`src/rtl/vram_arb_pkg.sv`:
```
// Shared types for the VRAM read arbiter: requester ownership tags and
// arbitration states.
package vram_arb_pkg;

    typedef enum logic [1:0] {OWN_NONE, OWN_DISP, OWN_SIM} owner_t;

    typedef enum logic {NORMAL, FORCE_SIM} arb_state_t;

    typedef struct packed {
        owner_t owner;
        logic   oor;
    } rd_tag_t;

    localparam rd_tag_t TAG_IDLE = '{owner: OWN_NONE, oor: 1'b0};

endpackage

```
`src/rtl/read_tag_pipe.sv`:
```
// Latency-matched shift register carrying the owner of each VRAM read (and its
// out-of-range flag) so returning data can be steered to the right requester.
module read_tag_pipe
    import vram_arb_pkg::*;
#(
    parameter int RD_LATENCY = 1
) (
    input  logic    clk_i,
    input  logic    reset_i,
    input  rd_tag_t tag_i,
    output rd_tag_t tag_o
);

    rd_tag_t stage_q [RD_LATENCY];
    rd_tag_t stage_d [RD_LATENCY];

    always_comb begin
        stage_d[0] = tag_i;
        for (int i = 1; i < RD_LATENCY; i++) begin
            stage_d[i] = stage_q[i-1];
        end
    end

    always_ff @(posedge clk_i or posedge reset_i) begin
        if (reset_i) begin
            for (int i = 0; i < RD_LATENCY; i++) begin
                stage_q[i] <= TAG_IDLE;
            end
        end else begin
            for (int i = 0; i < RD_LATENCY; i++) begin
                stage_q[i] <= stage_d[i];
            end
        end
    end

    assign tag_o = stage_q[RD_LATENCY-1];

endmodule

```
`src/rtl/vram_read_arbiter.sv`:
```
// Shares the single VRAM read port between display scan-out (priority) and the
// cell-update engine, with a starvation counter that forces an occasional sim grant.
module vram_read_arbiter
    import vram_arb_pkg::*;
#(
    parameter int ACTIVE_COLUMNS = 640,
    parameter int ACTIVE_ROWS    = 480,
    parameter int ADDR_WIDTH     = $clog2(ACTIVE_COLUMNS*ACTIVE_ROWS),
    parameter int DATA_WIDTH     = 1,
    parameter int RD_LATENCY     = 1,
    parameter int STARVE_LIMIT   = 64
) (
    input  logic                  clk_i,
    input  logic                  reset_i,
    input  logic                  disp_req_i,
    input  logic [ADDR_WIDTH-1:0] disp_addr_i,
    output logic                  disp_gnt_o,
    output logic                  disp_valid_o,
    output logic [DATA_WIDTH-1:0] disp_data_o,
    input  logic                  sim_req_i,
    input  logic [ADDR_WIDTH-1:0] sim_addr_i,
    output logic                  sim_gnt_o,
    output logic                  sim_valid_o,
    output logic [DATA_WIDTH-1:0] sim_data_o,
    output logic [ADDR_WIDTH-1:0] vram_rd_address_o,
    input  logic [DATA_WIDTH-1:0] vram_rd_data_i,
    output logic                  range_err_o
);

    localparam int CNT_W = $clog2(STARVE_LIMIT + 1);
    localparam logic [CNT_W-1:0]    CNT_MAX   = CNT_W'(STARVE_LIMIT);
    localparam logic [ADDR_WIDTH:0] CELLS_EXT = (ADDR_WIDTH+1)'(ACTIVE_COLUMNS*ACTIVE_ROWS);

    arb_state_t            state_q, state_d;
    logic [CNT_W-1:0]      starve_q, starve_d;
    logic                  disp_gnt, sim_gnt;
    logic [ADDR_WIDTH-1:0] rd_addr;
    logic                  oor;
    rd_tag_t               tag_in, tag_out;

    // Grants are gated by reset so every output reads 0 while reset is held.
    always_comb begin
        disp_gnt = 1'b0;
        sim_gnt  = 1'b0;
        if (!reset_i) begin
            if (state_q == FORCE_SIM && sim_req_i) begin
                sim_gnt = 1'b1;
            end else if (disp_req_i) begin
                disp_gnt = 1'b1;
            end else if (sim_req_i) begin
                sim_gnt = 1'b1;
            end
        end
    end

    always_comb begin
        starve_d = starve_q;
        if (!sim_req_i || sim_gnt) begin
            starve_d = '0;
        end else if (starve_q != CNT_MAX) begin
            starve_d = starve_q + 1'b1;
        end
        state_d = (state_q == NORMAL && starve_d == CNT_MAX) ? FORCE_SIM : NORMAL;
    end

    always_ff @(posedge clk_i or posedge reset_i) begin
        if (reset_i) begin
            state_q  <= NORMAL;
            starve_q <= '0;
        end else begin
            state_q  <= state_d;
            starve_q <= starve_d;
        end
    end

    always_comb begin
        rd_addr = '0;
        if (sim_gnt) begin
            rd_addr = sim_addr_i;
        end else if (disp_gnt) begin
            rd_addr = disp_addr_i;
        end
        oor    = (sim_gnt || disp_gnt) && ({1'b0, rd_addr} >= CELLS_EXT);
        tag_in = '{owner: sim_gnt ? OWN_SIM : (disp_gnt ? OWN_DISP : OWN_NONE), oor: oor};
    end

    read_tag_pipe #(
        .RD_LATENCY(RD_LATENCY)
    ) u_tag_pipe (
        .clk_i  (clk_i),
        .reset_i(reset_i),
        .tag_i  (tag_in),
        .tag_o  (tag_out)
    );

    assign disp_gnt_o        = disp_gnt;
    assign sim_gnt_o         = sim_gnt;
    assign vram_rd_address_o = rd_addr;
    assign range_err_o       = oor;

    // Out-of-range reads still return a valid beat, but with the data zeroed.
    assign disp_valid_o = (tag_out.owner == OWN_DISP);
    assign sim_valid_o  = (tag_out.owner == OWN_SIM);
    assign disp_data_o  = (disp_valid_o && !tag_out.oor) ? vram_rd_data_i : '0;
    assign sim_data_o   = (sim_valid_o && !tag_out.oor) ? vram_rd_data_i : '0;

endmodule

```
`config.mk`:
```
export PLATFORM = sky130hd
export DESIGN_NAME = vram_read_arbiter
export DESIGN_NICKNAME = d
export VERILOG_FILES = /design/src/rtl/vram_arb_pkg.sv /design/src/rtl/read_tag_pipe.sv /design/src/rtl/vram_read_arbiter.sv
export SDC_FILE = /design/constraint.sdc
export NUM_CORES = 1
export LEC_CHECK = 0
export ABC_AREA = 1
export CORE_ASPECT_RATIO = 2
export CORE_MARGIN = 4
export CORE_UTILIZATION = 33
export DETAILED_ROUTE_END_ITERATION = 12
export PLACE_DENSITY = 0.86
export SYNTH_ARGS = -nofsm -noshare
export SYNTH_HDL_FRONTEND = slang
export SYNTH_SLANG_ARGS = --single-unit
```
`constraint.sdc`:
```
create_clock -name clk_i -period 2.22 [get_ports clk_i]
set_clock_uncertainty 0.05 [all_clocks]
set_input_delay 0.555 -clock clk_i [delete_from_list [all_inputs] [get_ports clk_i]]
set_output_delay 0.555 -clock clk_i [all_outputs]
set_load 0.005 [all_outputs]
```
# After elaboration in Yosys (flattened, before gate mapping)
# Cells that the tools add are included.
# classes
shift	0
mux	16
eq_ne	4
multipliers	0
bitwise_logic	1
n_lt_le_gt_ge	1
n_reduce_logical	9
div	0
add_sub_neg	1
# ops
op	count
19-bit 2-to-1 mux	2
19-bit >= comparator (second input constant)	1
7-bit 2-to-1 mux	2
1-bit 2-to-1 mux	11
7-bit by 1-bit adder with 7-bit output (second input constant)	1
7-bit == test (second input constant)	1
7-bit != test (second input constant)	1
1-bit logical AND	5
2-bit by 1-bit == test with 1-bit output (second input constant)	1
2-bit == test (second input constant)	1
1-bit zero test	2
1-bit logical OR	2
2-bit 2-to-1 mux	1
1-bit inverter	1
# word_totals
ff_bits	11
ram_bits	0
n_memories	0
romBits	0
elab_cells	36
latchBits	0
input_bits	43

# Logic depth before layout (Yosys ltp)
# Gate-level depths: netlist (run 1).
# logic_depth
depth_word	9
ltp_mapped	9
depth_no_buf	9

# Hierarchy
# A second synthesis (run 1) with hierarchy kept.
# hier_totals
cells_unflattened	132
hier_area_um2	888.4
# by_module_without_submodules
module	area_per_inst_um2	instances	cells_per_inst
vram_read_arbiter	809.5	1	128
read_tag_pipe	78.8	1	4

# Worst setup path before layout (run 1)
# No wires, ideal clock.
# synth_timing
kind	input to output
from	input reset_i
to	output range_err_o
cell_stages	7
arrival_ps	1532
setup_slack_ps	83
t_required_ps	1615
cell_sequence	inv_1 -> nand3_2 -> o21ai_0 -> nand2_1 -> nand2_1 -> nand3_1 -> nand2_1
# synth_between
elab_chain_cells	5
# synth_rtl
item	line	source
from (decl)	vram_read_arbiter.sv:14	input logic reset_i,
1-bit 2-to-1 mux	vram_read_arbiter.sv:45	if (!reset_i) begin
19-bit 2-to-1 mux	vram_read_arbiter.sv:80	end else if (disp_gnt) begin
19-bit 2-to-1 mux *	vram_read_arbiter.sv:78	if (sim_gnt) begin
named net vram_rd_address_o[12]	vram_read_arbiter.sv:25	output logic [ADDR_WIDTH-1:0] vram_rd_address_o,
19-bit >= comparator *	vram_read_arbiter.sv:83	oor = (sim_gnt || disp_gnt) && ({1'b0, rd_addr} >= CELLS_EXT);
1-bit logical AND *	vram_read_arbiter.sv:83	
to (decl)	vram_read_arbiter.sv:27	output logic range_err_o
# The timed path passes the listed nets; every way through them passes the cells marked *.

# Final worst setup path (run 1)
# layout_timing
from	input reset_i
to	output vram_rd_address_o[3]
# layout_between
elab_chain_cells	3
# layout_rtl
item	line
1-bit 2-to-1 mux	vram_read_arbiter.sv:45
19-bit 2-to-1 mux	vram_read_arbiter.sv:80
19-bit 2-to-1 mux *	vram_read_arbiter.sv:78
to (decl)	vram_read_arbiter.sv:25
# Mark *: on every way between the ends. The rest lies on a longest branch, timed or not.

==> results of run 1 <==
==> Yosys cell counts, drive strengths merged <==
cell / n / area share
ha: 2 / 0.028
nor2: 16 / 0.082
nand2: 29 / 0.13
nand3: 16 / 0.096
buf: 2 / 0.017
nand4: 2 / 0.014
a21oi: 1 / 0.0057
a22o: 12 / 0.12
o21ai: 7 / 0.040
nor4: 2 / 0.014
dfrtp: 11 / 0.31
inv: 29 / 0.12
o21bai: 1 / 0.0085
xor2: 1 / 0.0099
==> sequential cells by signal, indices dropped and copies added, names as in the netlist <==
signal and flops:
starve_q 7, u_tag_pipe.tag_o 3, state_q 1
==> power by group through the flow <==
stage | Combinational, mW | Clock [mW] | Sequential (mW)
3_5_place_dp | 0.234 | 0 | 0.219
6_report | 0.286 | 0.205 | 0.217
4_1_cts | 0.256 | 0.196 | 0.216
3_3_place_gp | 0.224 | 0 | 0.218
2_1_floorplan | 0.0711 | 0 | 0.216
5_1_grt | 0.302 | 0.219 | 0.217
==> worst min-delay path by stage <==
| stage | start | to | slack, ps | cells after the start |
|---|---|---|---|---|
| 4_1_cts | reset_i | starve_q[0] | 290 | 3 |
| 3_3_place_gp | starve_q[6] | starve_q[6] | 530 | 3 |
| 2_1_floorplan | reset_i | starve_q[0] | 380 | 1 |
| 5_1_grt | reset_i | starve_q[3] | 320 | 3 |
| 3_5_place_dp | starve_q[6] | starve_q[6] | 550 | 3 |
| 6_report | reset_i | starve_q[5] | 310 | 3 |
==> routing by layer <==
metal  global-route usage  share of wire  vias to the layer above
met1               0.1965           0.29                      686
met2               0.5058           0.61                       95
met4               0.1450          0.042                        0
met3              0.07539          0.065                       22
li1                     -              -                      632
met5                    0              0                        -
==> cells by family (layout without fill, tap and decap cells) <==
family / count (synthesis) / after routing / synth area share
flops: 11 / 11 / 0.3112
compound gates: 21 / 21 / 0.1726
buf+inv: 31 / 134 / 0.1400
simple gates: 65 / 65 / 0.3380
fa+ha+maj: 2 / 2 / 0.02828
xor+xnor: 1 / 1 / 0.009903
==> worst reg2reg max path, stage by stage (launching register included) <==
cell	delay, ps
dfrtp_1	440
inv_1	110
ha_1	160
nand2_1	70
nor2_1	210
nand2_1	120
nand3_1	130
nand3_1	100
nor2_1	160
==> stage by stage <==
stage / TNS, ps / instance area (um^2)
final: -349.7 / 2014
after floorplan: 0 / 884.6
after detailed placement: -14070 / 1683
after global placement: -12880 / 1683
after CTS: -113.1 / 1898
after global routing: -609.5 / 2014
==> final cells by class <==
| type | count | area, um^2 | share of cell area |
|---|---|---|---|
| Inverter | 29 | 116.4 | 0.05776 |
| Timing Repair Buffer | 101 | 939.7 | 0.4665 |
| Tap cell | 28 | 35.03 | 0.01739 |
| Clock buffer | 4 | 45.04 | 0.02236 |
| Sequential cell | 11 | 275.3 | 0.1366 |
| Multi-Input combinational cell | 89 | 603.1 | 0.2994 |
==> timing repair <==
action                                  CTS  global route
endpoints found under the setup margin   24            15
pin swaps                                10            21
cloned                                    1             1
setup buffers                            12             8
gates resized for setup                 118            32
==> impl_metrics.toml, run 1 <==
[run_status]
status = "finished with violations"
violations = "negative setup slack"

[critical_path]
crit_chain = "buf_6 -> buf_6 -> nor2_4 -> buf_6 -> nand2_4 -> inv_4 -> buf_6 -> buf_6 -> buf_8 -> a22o_1 -> buf_2"
slowest_stage = "a22o_1"
cpPeakStageDelay_ps = 150
timing.rr.start = "starve_q[0]"
endpoint = "vram_rd_address_o[3]"
crit_fanout = 6
cpLargestDelayFamily = "buffers and inverters"
startpoint_type = "input port"
arrival_ps = 1690
crit_required_ps = 1620
worst-r2r-setup-slack_ps = 590
critical_path_depth = 11
end_kind = "output port"
cp-startpoint = "reset_i"
crit_top_cell = "buf_6"
path_class = "in -> out"
crit_buf_inv = 8
r2r_cells = 8
rr_endpoint = "state_q"

[sta]
hold_violations = 0
fmax_mhz = 435.7
finalCritPeriodShare = 1.034
slew_viol_final = 0
whs_ps = 310.9
fin_crit_ps = 2295
rsz0062_at_grt = "yes"
tightest_slew_ps = 220.5
setup_viol = 8
setup_ws_ps = -75.23
slew_headroom = 0.8517

[cts]
clkLatencyLatePin_ps = 240
cts_root_buf = "clkbuf_8"
cts_tree = "yes"
cts_buffers = 3
clockBufferDepth = 2
h-tree-depth = 1
clk_pin_slew_ps = 50
clock_sink_count = 11
postCtsHoldBufs = 0

[synthesis]
yosys_warnings = 0
yosysSeqAreaShare = 0.3112
syn_inst = 131
syn-mean-instance-area_um2 = 6.753
synth_area_um2 = 884.6
yosysUniqueCellTypes = 20
syn_nets = 176
synth.ff_latch_count = 11

[floorplanning]
die_h_um = 81.22
core-area_mm2 = 0.002570
die_area_mm2 = 0.003623
start_util = 0.3442
die_w_um = 44.61
std_cell_rows = 26
io_pins = 69

[power_and_ir_drop]
leakage_nw = 1.070
clock_power_share = 0.289
ir_worst_vdd_v = 0.0003404
power_density_mw_per_mm2 = 350.9
p_sw_mw = 0.2076
pwr-share-seq = 0.307
sw_frac_of_total = 0.2936
total_power_mw = 0.7069
p_int_mw = 0.4993
combinationalPowerShare = 0.404

[layout]
finalNetCount = 280
final_cell_mix = "35 x clkdlybuf4s50_1, 20 x nand2_1, 20 x inv_1, 20 x buf_4, 14 x buf_2"
final_common_cell = "clkdlybuf4s50_1"
layout-drive-gt1-share = 0.3932
fin_util = 0.7838
antenna-diode-count = 0
stdcell_count = 262
syn_to_final_growth_pct = 127.7
fillers = 146

[detailed_routing]
vias = 1435
dr.pass1.iters = 4
routedWlPerCell_um = 19.39
drt_iter0_drc = 60
routed_wl_mm = 5.080
ant_nets = 0
drc = 0
viasPerCell = 5.477

[place]
io_buffers = 68
dp_hpwl_mm = 3.305
routabilityCongestion = 0.8753
place_ws_ps = -828.5
post-place-cells = 238

[grt]
grt.overflow.total = 0
first_global_vias = 1408
track_usage = 0.2541
grt_pass1_wl_mm = 6.561
antenna_found_initial = 0
grt_max_degree = 14

[min_path]
hold_path_class = "in -> async"

[flow_run]
drv_cap = 0
Note: power is estimated with default switching activity, not from simulation.
==> run 2, diff against run 1 <==
- CAP_MARGIN: not set -> 25
==> results of run 2 <==
Final layout, timing and power as in run 1 (identical DEF).
==> run 3, diff against run 2 <==
- MAX_ROUTING_LAYER: not set -> met4
==> run 3 against run 2 <==
The run still ends with negative setup slack left. Core utilization is the same. Combinational power about the same. Maximum frequency is 0.18% lower. Register-to-register slack barely moved. Critical endpoint unchanged. Sequential cell count is the same. Clock power is essentially flat. Total power fell by 0.21%. Sequential power about the same. Final cell count is the same.
==> impl_metrics.toml, run 3 (synthesized netlist as in run 1, its figures left out) <==
[run_status]
status = "finished with violations"
violations = "negative setup slack"

[floorplanning]
die_area_mm2 = 0.003623
core-area_mm2 = 0.002570
die_h_um = 81.22
die_w_um = 44.61
std_cell_rows = 26
start_util = 0.3442
io_pins = 69

[critical_path]
path_class = "in -> out"
crit_fanout = 6
startpoint_type = "input port"
arrival_ps = 1690
crit_required_ps = 1620
end_kind = "output port"

[place]
routabilityCongestion = 0.8897
post-place-cells = 238
io_buffers = 68
dp_hpwl_mm = 3.305

[power_and_ir_drop]
ir_worst_vdd_v = 0.0003397
leakage_nw = 1.070
p_int_mw = 0.4993
p_sw_mw = 0.2061
clock_power_share = 0.289
combinationalPowerShare = 0.404
power_density_mw_per_mm2 = 350.2
sw_frac_of_total = 0.2922
pwr-share-seq = 0.307

[layout]
stdcell_count = 262
top_register = "starve_q"
finalNetCount = 280
largest_register_ffs = 7
final_common_cell = "clkdlybuf4s50_1"
final_cell_mix = "35 x clkdlybuf4s50_1, 20 x nand2_1, 20 x inv_1, 20 x buf_4, 14 x buf_2"
antenna-diode-count = 0
layout-drive-gt1-share = 0.3932
syn_to_final_growth_pct = 127.7
fin_util = 0.7838

[sta]
finalCritPeriodShare = 1.036
fmax_mhz = 434.9
slew_viol_final = 0
hold_violations = 0
setup_ws_ps = -79.28
setup_viol = 8
fin_crit_ps = 2299
slew_headroom = 0.8518
tightest_slew_ps = 220.2
rsz0062_at_grt = "yes"

[cts]
clk_pin_slew_ps = 50
clock_sink_count = 11
cts_root_buf = "clkbuf_8"
clkLatencyLatePin_ps = 240
clockBufferDepth = 2
h-tree-depth = 1
cts_tree = "yes"
postCtsHoldBufs = 0
cts_buffers = 3

[detailed_routing]
dr.pass1.iters = 4
vias = 1417
viasPerCell = 5.408
ant_nets = 0
routed_wl_mm = 4.999
drc = 0
routedWlPerCell_um = 19.08
drt_iter0_drc = 54

[grt]
grt.overflow.total = 0
first_global_vias = 1405
grt_max_degree = 14
track_usage = 0.2618
antenna_found_initial = 0
grt_pass1_wl_mm = 6.582

[flow_run]
drv_cap = 0

[min_path]
hold_path_class = "in -> async"
-- run 3: metrics by stage --
| step | hold slack, ps | cell area (um^2) | setup TNS, ps | worst slack [ps] | power (mW) |
|---|---|---|---|---|---|
| finish | 309.9 | 2014 | -366.7 | -79.28 | 0.7054 |
| global route | 324.0 | 2014 | -609.5 | -103.2 | 0.7389 |
| CTS | 293.4 | 1898 | -113.1 | -113.1 | 0.6669 |
| detailed placement | 548.7 | 1683 | -14070 | -828.5 | 0.4524 |
| global placement | 528.4 | 1683 | -12880 | -767.6 | 0.4414 |
| floorplan | 381.7 | 884.6 | 0 | 83.18 | 0.2875 |
-- run 3: power by group through the flow --
stage               clock, mW  sequential (mW)  combinational, mW
floorplan                   0            0.216             0.0711
global placement            0            0.218              0.224
detailed placement          0            0.219              0.234
CTS                     0.196            0.216              0.256
global route            0.219            0.217              0.302
finish                  0.204            0.217              0.285
-- run 3: worst paths after layout --
check / start / to / slack, ps / cells past startpoint
worst min register to register: starve_q[6] / starve_q[6] / 570 / 3
worst max register to register: starve_q[0] / state_q / 590 / 9
worst min-delay path: reset_i / starve_q[5] / 310 / 3
min in group clk_i: starve_q[6] / starve_q[6] / 570 / 3
worst max-delay path: reset_i / vram_rd_address_o[3] / -80 / 11
max in group asynchronous: reset_i / u_tag_pipe.tag_o[0] / 1660 / 3
-- run 3: area by class of cell --
| cell class | instances | area [um^2] |
|---|---|---|
| clock buffer | 4 | 45.04 |
| fill | 146 | 555.5 |
| inverter | 29 | 116.4 |
| multi-input combinational | 89 | 603.1 |
| sequential | 11 | 275.3 |
| tap | 28 | 35.03 |
| timing repair buffer | 101 | 939.7 |
-- run 3: what timing repair did --
| item | 4_1_cts | 5_1_grt |
|---|---|---|
| cloned | 1 | 1 |
| buffers inserted | 12 | 8 |
| setup endpoints to repair | 24 | 15 |
| resized for setup | 118 | 32 |
| pin swaps | 10 | 21 |
-- run 3: metal layers --
layer / vias to the layer above / wire [um] / GRT usage
li1: 632 / - / -
met1: 676 / 1451 / 0.2032
met2: 85 / 3028 / 0.5101
met3: 24 / 279 / 0.06874
met4: 0 / 238 / 0.1360
met5: - / 0 / -
-- run 3: worst max-delay path: stages --
cell and delay, ps:
buf_6 100, buf_6 110, nor2_4 140, buf_6 120, nand2_4 50, inv_4 60
buf_6 100, buf_6 90, buf_8 100, a22o_1 150, buf_2 120
